**src/rtl/duck_spawn_ctrl_pkg.sv**
```systemverilog
// Shared game definitions: game-state encodings, screen/duck geometry and
// the position clamp used when a duck spawns.
package duck_spawn_ctrl_pkg;

   typedef enum logic [1:0] {
      GsStart = 2'b00,
      GsPlay  = 2'b01,
      GsEnd   = 2'b10
   } game_state_e;

   localparam int unsigned SCREEN_W  = 960;
   localparam int unsigned SCREEN_H  = 704;
   localparam int unsigned DUCK_SIZE = 64;
   localparam int unsigned HUD_H     = 96;

   // Legal top-left corners keep the whole duck sprite below the HUD and on screen.
   localparam logic [9:0] X_MAX   = 10'(SCREEN_W - DUCK_SIZE);
   localparam logic [9:0] Y_MIN   = 10'(HUD_H);
   localparam logic [9:0] Y_MAX   = 10'(SCREEN_H - DUCK_SIZE);
   localparam logic [9:0] X_RESET = 10'd450;
   localparam logic [9:0] Y_RESET = Y_MIN;

   function automatic logic [9:0] clamp_pos(input logic [9:0] v, input logic [9:0] lo,
                                            input logic [9:0] hi);
      logic [9:0] r;
      r = v;
      if (v < lo) r = lo;
      else if (v > hi) r = hi;
      return r;
   endfunction

endpackage

```
**src/rtl/duck_timer.sv**
```systemverilog
// Loadable down-counter that stops at zero and flags it.
module duck_timer #(
   parameter int unsigned WIDTH = 8
) (
   input  logic             clk,
   input  logic             rst,
   input  logic             clear,
   input  logic             load,
   input  logic [WIDTH-1:0] load_val,
   input  logic             en,
   output logic             zero
);

   logic [WIDTH-1:0] count_q;

   always_ff @(posedge clk) begin
      if (rst || clear) begin
         count_q <= '0;
      end else if (load) begin
         count_q <= load_val;
      end else if (en && (count_q != '0)) begin
         count_q <= count_q - 1'b1;
      end
   end

   assign zero = (count_q == '0);

endmodule

```
**src/rtl/duck_spawn_ctrl.sv**
```systemverilog
// Duck spawn sequencer: requests a position, shows the duck for a lifetime,
// scores hits/escapes, pauses between ducks and ends the round.
module duck_spawn_ctrl
   import duck_spawn_ctrl_pkg::*;
#(
   parameter int unsigned LIFETIME_CYC    = 65_000_000,
   parameter int unsigned GAP_CYC         = 32_500_000,
   parameter int unsigned DUCKS_PER_ROUND = 10,
   parameter int unsigned MAX_MISSES      = 3
) (
   input  logic       clk,
   input  logic       rst,
   input  logic [1:0] state,
   input  logic       clicked_duck,
   input  logic [9:0] hor_data,
   input  logic [9:0] ver_data,
   output logic       pos_req,
   output logic [9:0] duck_x,
   output logic [9:0] duck_y,
   output logic       duck_visible,
   output logic [7:0] hits,
   output logic [3:0] misses,
   output logic [3:0] spawned,
   output logic       round_over
);

   localparam int unsigned LIFE_W = $clog2(LIFETIME_CYC + 1);
   localparam int unsigned GAP_W  = $clog2(GAP_CYC + 1);
   localparam logic [LIFE_W-1:0] LIFE_LOAD = LIFE_W'(LIFETIME_CYC - 1);
   localparam logic [GAP_W-1:0]  GAP_LOAD  = GAP_W'(GAP_CYC - 1);
   localparam logic [3:0] DUCKS_LIM = 4'(DUCKS_PER_ROUND);
   localparam logic [3:0] MISS_LIM  = 4'(MAX_MISSES);

   typedef enum logic [2:0] {StIdle, StReq, StLoad, StActive, StGap, StDone} fsm_e;

   fsm_e       st_q, st_d;
   logic [7:0] hits_q, hits_d;
   logic [3:0] misses_q, misses_d, spawned_q, spawned_d;
   logic [9:0] x_q, x_d, y_q, y_d;
   logic       life_load, life_zero, gap_load, gap_zero, tmr_clear, play;

   assign play = (state == GsPlay);

   always_comb begin
      st_d         = st_q;
      hits_d       = hits_q;
      misses_d     = misses_q;
      spawned_d    = spawned_q;
      x_d          = x_q;
      y_d          = y_q;
      life_load    = 1'b0;
      gap_load     = 1'b0;
      tmr_clear    = 1'b0;
      pos_req      = 1'b0;
      duck_visible = 1'b0;
      round_over   = 1'b0;
      unique case (st_q)
         StIdle: begin
            if (play) begin
               st_d      = StReq;
               hits_d    = '0;
               misses_d  = '0;
               spawned_d = '0;
            end
         end
         StReq: begin
            pos_req = 1'b1;
            st_d    = StLoad;
         end
         StLoad: begin
            x_d       = clamp_pos(hor_data, 10'd0, X_MAX);
            y_d       = clamp_pos(ver_data, Y_MIN, Y_MAX);
            spawned_d = (spawned_q == 4'hF) ? spawned_q : spawned_q + 1'b1;
            life_load = 1'b1;
            st_d      = StActive;
         end
         StActive: begin
            duck_visible = 1'b1;
            // A hit landing on the final cycle still counts as a hit.
            if (clicked_duck) begin
               hits_d   = (hits_q == 8'hFF) ? hits_q : hits_q + 1'b1;
               gap_load = 1'b1;
               st_d     = StGap;
            end else if (life_zero) begin
               misses_d = (misses_q == 4'hF) ? misses_q : misses_q + 1'b1;
               gap_load = 1'b1;
               st_d     = StGap;
            end
         end
         StGap: begin
            if (gap_zero) begin
               st_d = ((spawned_q == DUCKS_LIM) || (misses_q >= MISS_LIM)) ? StDone : StReq;
            end
         end
         StDone: begin
            round_over = 1'b1;
            if (!play) st_d = StIdle;
         end
         default: st_d = StIdle;
      endcase

      // Leaving PLAY mid-round abandons the duck but keeps the score.
      if (!play && (st_q != StIdle) && (st_q != StDone)) begin
         st_d      = StIdle;
         hits_d    = hits_q;
         misses_d  = misses_q;
         spawned_d = spawned_q;
         x_d       = x_q;
         y_d       = y_q;
         life_load = 1'b0;
         gap_load  = 1'b0;
         tmr_clear = 1'b1;
      end
   end

   always_ff @(posedge clk) begin
      if (rst) begin
         st_q      <= StIdle;
         hits_q    <= '0;
         misses_q  <= '0;
         spawned_q <= '0;
         x_q       <= X_RESET;
         y_q       <= Y_RESET;
      end else begin
         st_q      <= st_d;
         hits_q    <= hits_d;
         misses_q  <= misses_d;
         spawned_q <= spawned_d;
         x_q       <= x_d;
         y_q       <= y_d;
      end
   end

   duck_timer #(.WIDTH(LIFE_W)) u_life_timer (
      .clk      (clk),
      .rst      (rst),
      .clear    (tmr_clear),
      .load     (life_load),
      .load_val (LIFE_LOAD),
      .en       (st_q == StActive),
      .zero     (life_zero)
   );

   duck_timer #(.WIDTH(GAP_W)) u_gap_timer (
      .clk      (clk),
      .rst      (rst),
      .clear    (tmr_clear),
      .load     (gap_load),
      .load_val (GAP_LOAD),
      .en       (st_q == StGap),
      .zero     (gap_zero)
   );

   assign duck_x  = x_q;
   assign duck_y  = y_q;
   assign hits    = hits_q;
   assign misses  = misses_q;
   assign spawned = spawned_q;

endmodule

```
**config.mk**
```make
export PLATFORM = sky130hd
export DESIGN_NAME = duck_spawn_ctrl
export DESIGN_NICKNAME = d
export VERILOG_FILES = /design/src/rtl/duck_spawn_ctrl_pkg.sv /design/src/rtl/duck_timer.sv /design/src/rtl/duck_spawn_ctrl.sv
export SDC_FILE = /design/constraint.sdc
export NUM_CORES = 1
export LEC_CHECK = 0
export ABC_AREA = 1
export CORE_ASPECT_RATIO = 0.7
export CORE_MARGIN = 2
export CORE_UTILIZATION = 55
export DETAILED_ROUTE_END_ITERATION = 8
export PLACE_DENSITY = 0.75
export SKIP_CTS_REPAIR_TIMING = 1
export SYNTH_ARGS = -nofsm -noshare
export SYNTH_HDL_FRONTEND = slang
export SYNTH_SLANG_ARGS = --single-unit
```
**constraint.sdc**
```tcl
create_clock -name clk -period 2.34 [get_ports clk]
set_clock_uncertainty 0.1 [all_clocks]
set_input_delay 0.234 -clock clk [delete_from_list [all_inputs] [get_ports clk]]
set_output_delay 0.234 -clock clk [all_outputs]
set_load 0.01 [all_outputs]
```
==> results.toml <==
[place]
io_buffers = 63
dpl.hpwl_mm = 10.5
globalplace.congestion = 0.890
post-place-ws_ps = 281

[synth]
synth-seq-area-share_pct = 33.1
synthFlopType = "dfxtp_1"
synthCells = 834
synth-edff-count = 0
synth.avg_cell_area_um2 = 6.52
syn_nets = 865
async_reset_ff_share_pct = 0
ys_warn_count = 0
synth_seq_cells = 90
syn_area_um2 = 5440
synth.distinct_cells = 42

[timing]
period_share_pct = 93.8
fin_ws_ps = 146
fmax_ghz = 0.456
timing.hold.ws_ps = 368
worstMarginPinSlew_ps = 469
drv_slew = 0
hold_viol = 0
setup_tns_ps = 0
setup_viol = 0
rsz0062_at_grt = "false"
max_slew_margin_pct = 68.6
min_period_ps = 2190

[grt]
grt_antenna_before_repair = 0
grt_pass1_wl_mm = 23.6
grt_use_total_pct = 27.5
grt_max_degree = 30
grt_pass1_vias = 5211
grt_overflow_total = 0

[worst_setup_path]
endpoint_kind = "primary output"
cp.arrival_ps = 1860
path_cells = "nor3_1 -> clkdlybuf4s50_1"
slowest_delay_ps = 630
r2r_end = "misses[3]$_SDFFE_PP0P_"
endpoint = "pos_req"
r2r-start = "u_life_timer.count_q[0]$_SDFFE_PP0P_"
critPathLaunch = "st_q[2]$_SDFFE_PP0P_"
critPathRequiredTime_ps = 2010
start_kind = "flip-flop"
cp_slowest_cell = "clkdlybuf4s50_1"
crit_fanout = 7
reg2reg_depth = 13
rrSetupSlack_ps = 280
crit_type = "reg2out"

[detailed_routing]
drc = 0
wirelength_mm = 14.0
wl_per_cell_um = 13.6
vias = 5529
postRouteAntennaNets = 0
drt_first_iter_violations = 411
via_per_inst = 5.37
dr.pass1.iters = 5

[pwr]
powerDensity_nw_per_um2 = 1440
ir_worst_vdd_v = 0.00126
leakage_nw = 3.02

[floorplanning]
die_w_um = 123
initial_utilization_pct = 56.4
fp.dieH_um = 87.2
top_level_ports = 64
coreArea_um2 = 9650
dieArea_um2 = 10700
rows = 30

[final_layout]
area_delta_synth_final_pct = 18.0
drive_above_1_share_pct = 9.66
final_nets = 928
diodes = 0

[clock_tree]
clkSinkCount = 90
clk-insertion-delay-late_ps = 340
tritoncts = "yes"
clockBufferDepth = 2
cts.clk_slew.worst_paths_ps = 60
root_buffer = "clkbuf_16"
cts_buffers = 9
ctsHtreeMaxLevel = 3

[run]
maxCapViolCount = 0

[worst_hold_path]
hold_path.class = "reg2reg"

[run_status]
outcome = "completed"
## logic make-up (layout without fill, tap and decap cells)
kind of cell | count (synthesis) | count (layout) | share of synthesized area [%]
AND/OR/NAND/NOR | 518 | 518 | 43.1
buffers and inverters | 107 | 174 | 9.25
AO/OA/AOI/OAI | 95 | 95 | 10.3
flip-flops | 90 | 90 | 33.1
XOR/XNOR | 18 | 18 | 2.90
adder cells (fa/ha/maj) | 6 | 6 | 1.38
## registers in the layout, indices dropped and copies added, names as in the netlist
name                  count
duck_x                   10
duck_y                   10
hits                      8
misses                    4
spawned                   4
st_q                      3
u_gap_timer.count_q      25
u_life_timer.count_q     26
## cell usage after synthesis, types with 5 or more instances
cell | number | area share [%]
nor2_2 | 10 | 1.2
nor3_1 | 11 | 1.0
nor2_1 | 143 | 9.9
nand3_1 | 74 | 6.8
buf_4 | 5 | 0.69
inv_2 | 7 | 0.48
inv_1 | 77 | 5.3
dfxtp_1 | 90 | 33
nor2_4 | 7 | 1.4
buf_2 | 7 | 0.64
nand4_1 | 16 | 1.8
xor2_1 | 13 | 2.1
a21oi_1 | 59 | 5.4
o21ai_0 | 16 | 1.5
nand3_2 | 7 | 1.3
nand2_1 | 220 | 15
nand3b_1 | 9 | 1.2
ha_1 | 6 | 1.4
nand2_2 | 10 | 1.2
xnor2_1 | 5 | 0.81
## critical path, delay by kind of cell, from the launching register on
kind / cells / cell delay [ps]
and+or+nand+nor: 1 / 460
buffers and inverters: 1 / 630
DFF: 1 / 430
## cell usage in the layout, fill, tap and decap left out, types with 11 or more instances in the layout
| master | n |
|---|---|
| nand2_1 | 220 |
| nor2_1 | 143 |
| dfxtp_1 | 90 |
| inv_1 | 77 |
| nand3_1 | 74 |
| clkdlybuf4s50_1 | 63 |
| a21oi_1 | 59 |
| nand4_1 | 16 |
| o21ai_0 | 16 |
| xor2_1 | 13 |
| nor3_1 | 11 |
| buf_4 | 11 |
## how the worst min path moves through the flow
| stage | cells past startpoint | slack [ps] | end | start |
|---|---|---|---|---|
| 3_5_place_dp | 2 | 360 | duck_y[4]$_SDFFE_PP0P_ | duck_y[4]$_SDFFE_PP0P_ |
| 2_1_floorplan | 1 | 210 | spawned[0]$_SDFFE_PP0P_ | rst |
| 5_1_grt | 2 | 390 | duck_x[3]$_SDFFE_PP0P_ | duck_x[3]$_SDFFE_PP0P_ |
| 4_1_cts | 2 | 370 | duck_x[2]$_SDFFE_PP0P_ | duck_x[2]$_SDFFE_PP0P_ |
| 6_report | 2 | 370 | duck_x[4]$_SDFFE_PP0P_ | duck_x[4]$_SDFFE_PP0P_ |
| 3_3_place_gp | 2 | 350 | duck_x[6]$_SDFFE_PP1P_ | duck_x[6]$_SDFFE_PP1P_ |
## per-layer routing
metal	up-vias	track usage (%)	part of all wire (%)
met3	21	6.09	7.4
met4	0	8.46	1.3
met1	2494	35.7	45
met2	218	45.8	47
li1	2796	-	-
met5	-	0	0
## report_power, final
part / total [mW] / internal (mW) / switching (mW) / leakage (nW)
clock: 1.34 / 0.766 / 0.571 / 0.138
sequential: 2.04 / 1.76 / 0.282 / 0.726
combinational: 5.88 / 2.07 / 3.82 / 2.16
total: 9.26 / 4.59 / 4.67 / 3.02
## metrics by stage
step / area, um^2 / util [%] / power, mW / cells
after global routing: 6410 / 66.5 / 10.2 / 1029
after global placement: 6140 / 63.7 / 7.57 / 1014
after floorplan: 5440 / - / 6.68 / 834
final: 6410 / 66.5 / 9.26 / 1029
after detailed placement: 6140 / 63.7 / 7.84 / 1014
after CTS: 6410 / 66.5 / 9.23 / 1029
## final cells by class
cell class                      count  area [um^2]
Clock inverter                      3         15.0
Multi-Input combinational cell    637         3130
Clock buffer                       12          256
Tap cell                          128          160
Fill cell                         855         3230
Timing Repair Buffer               75          733
Sequential cell                    90         1800
Inverter                           84          315
Note: power is estimated with default switching activity, not from simulation.
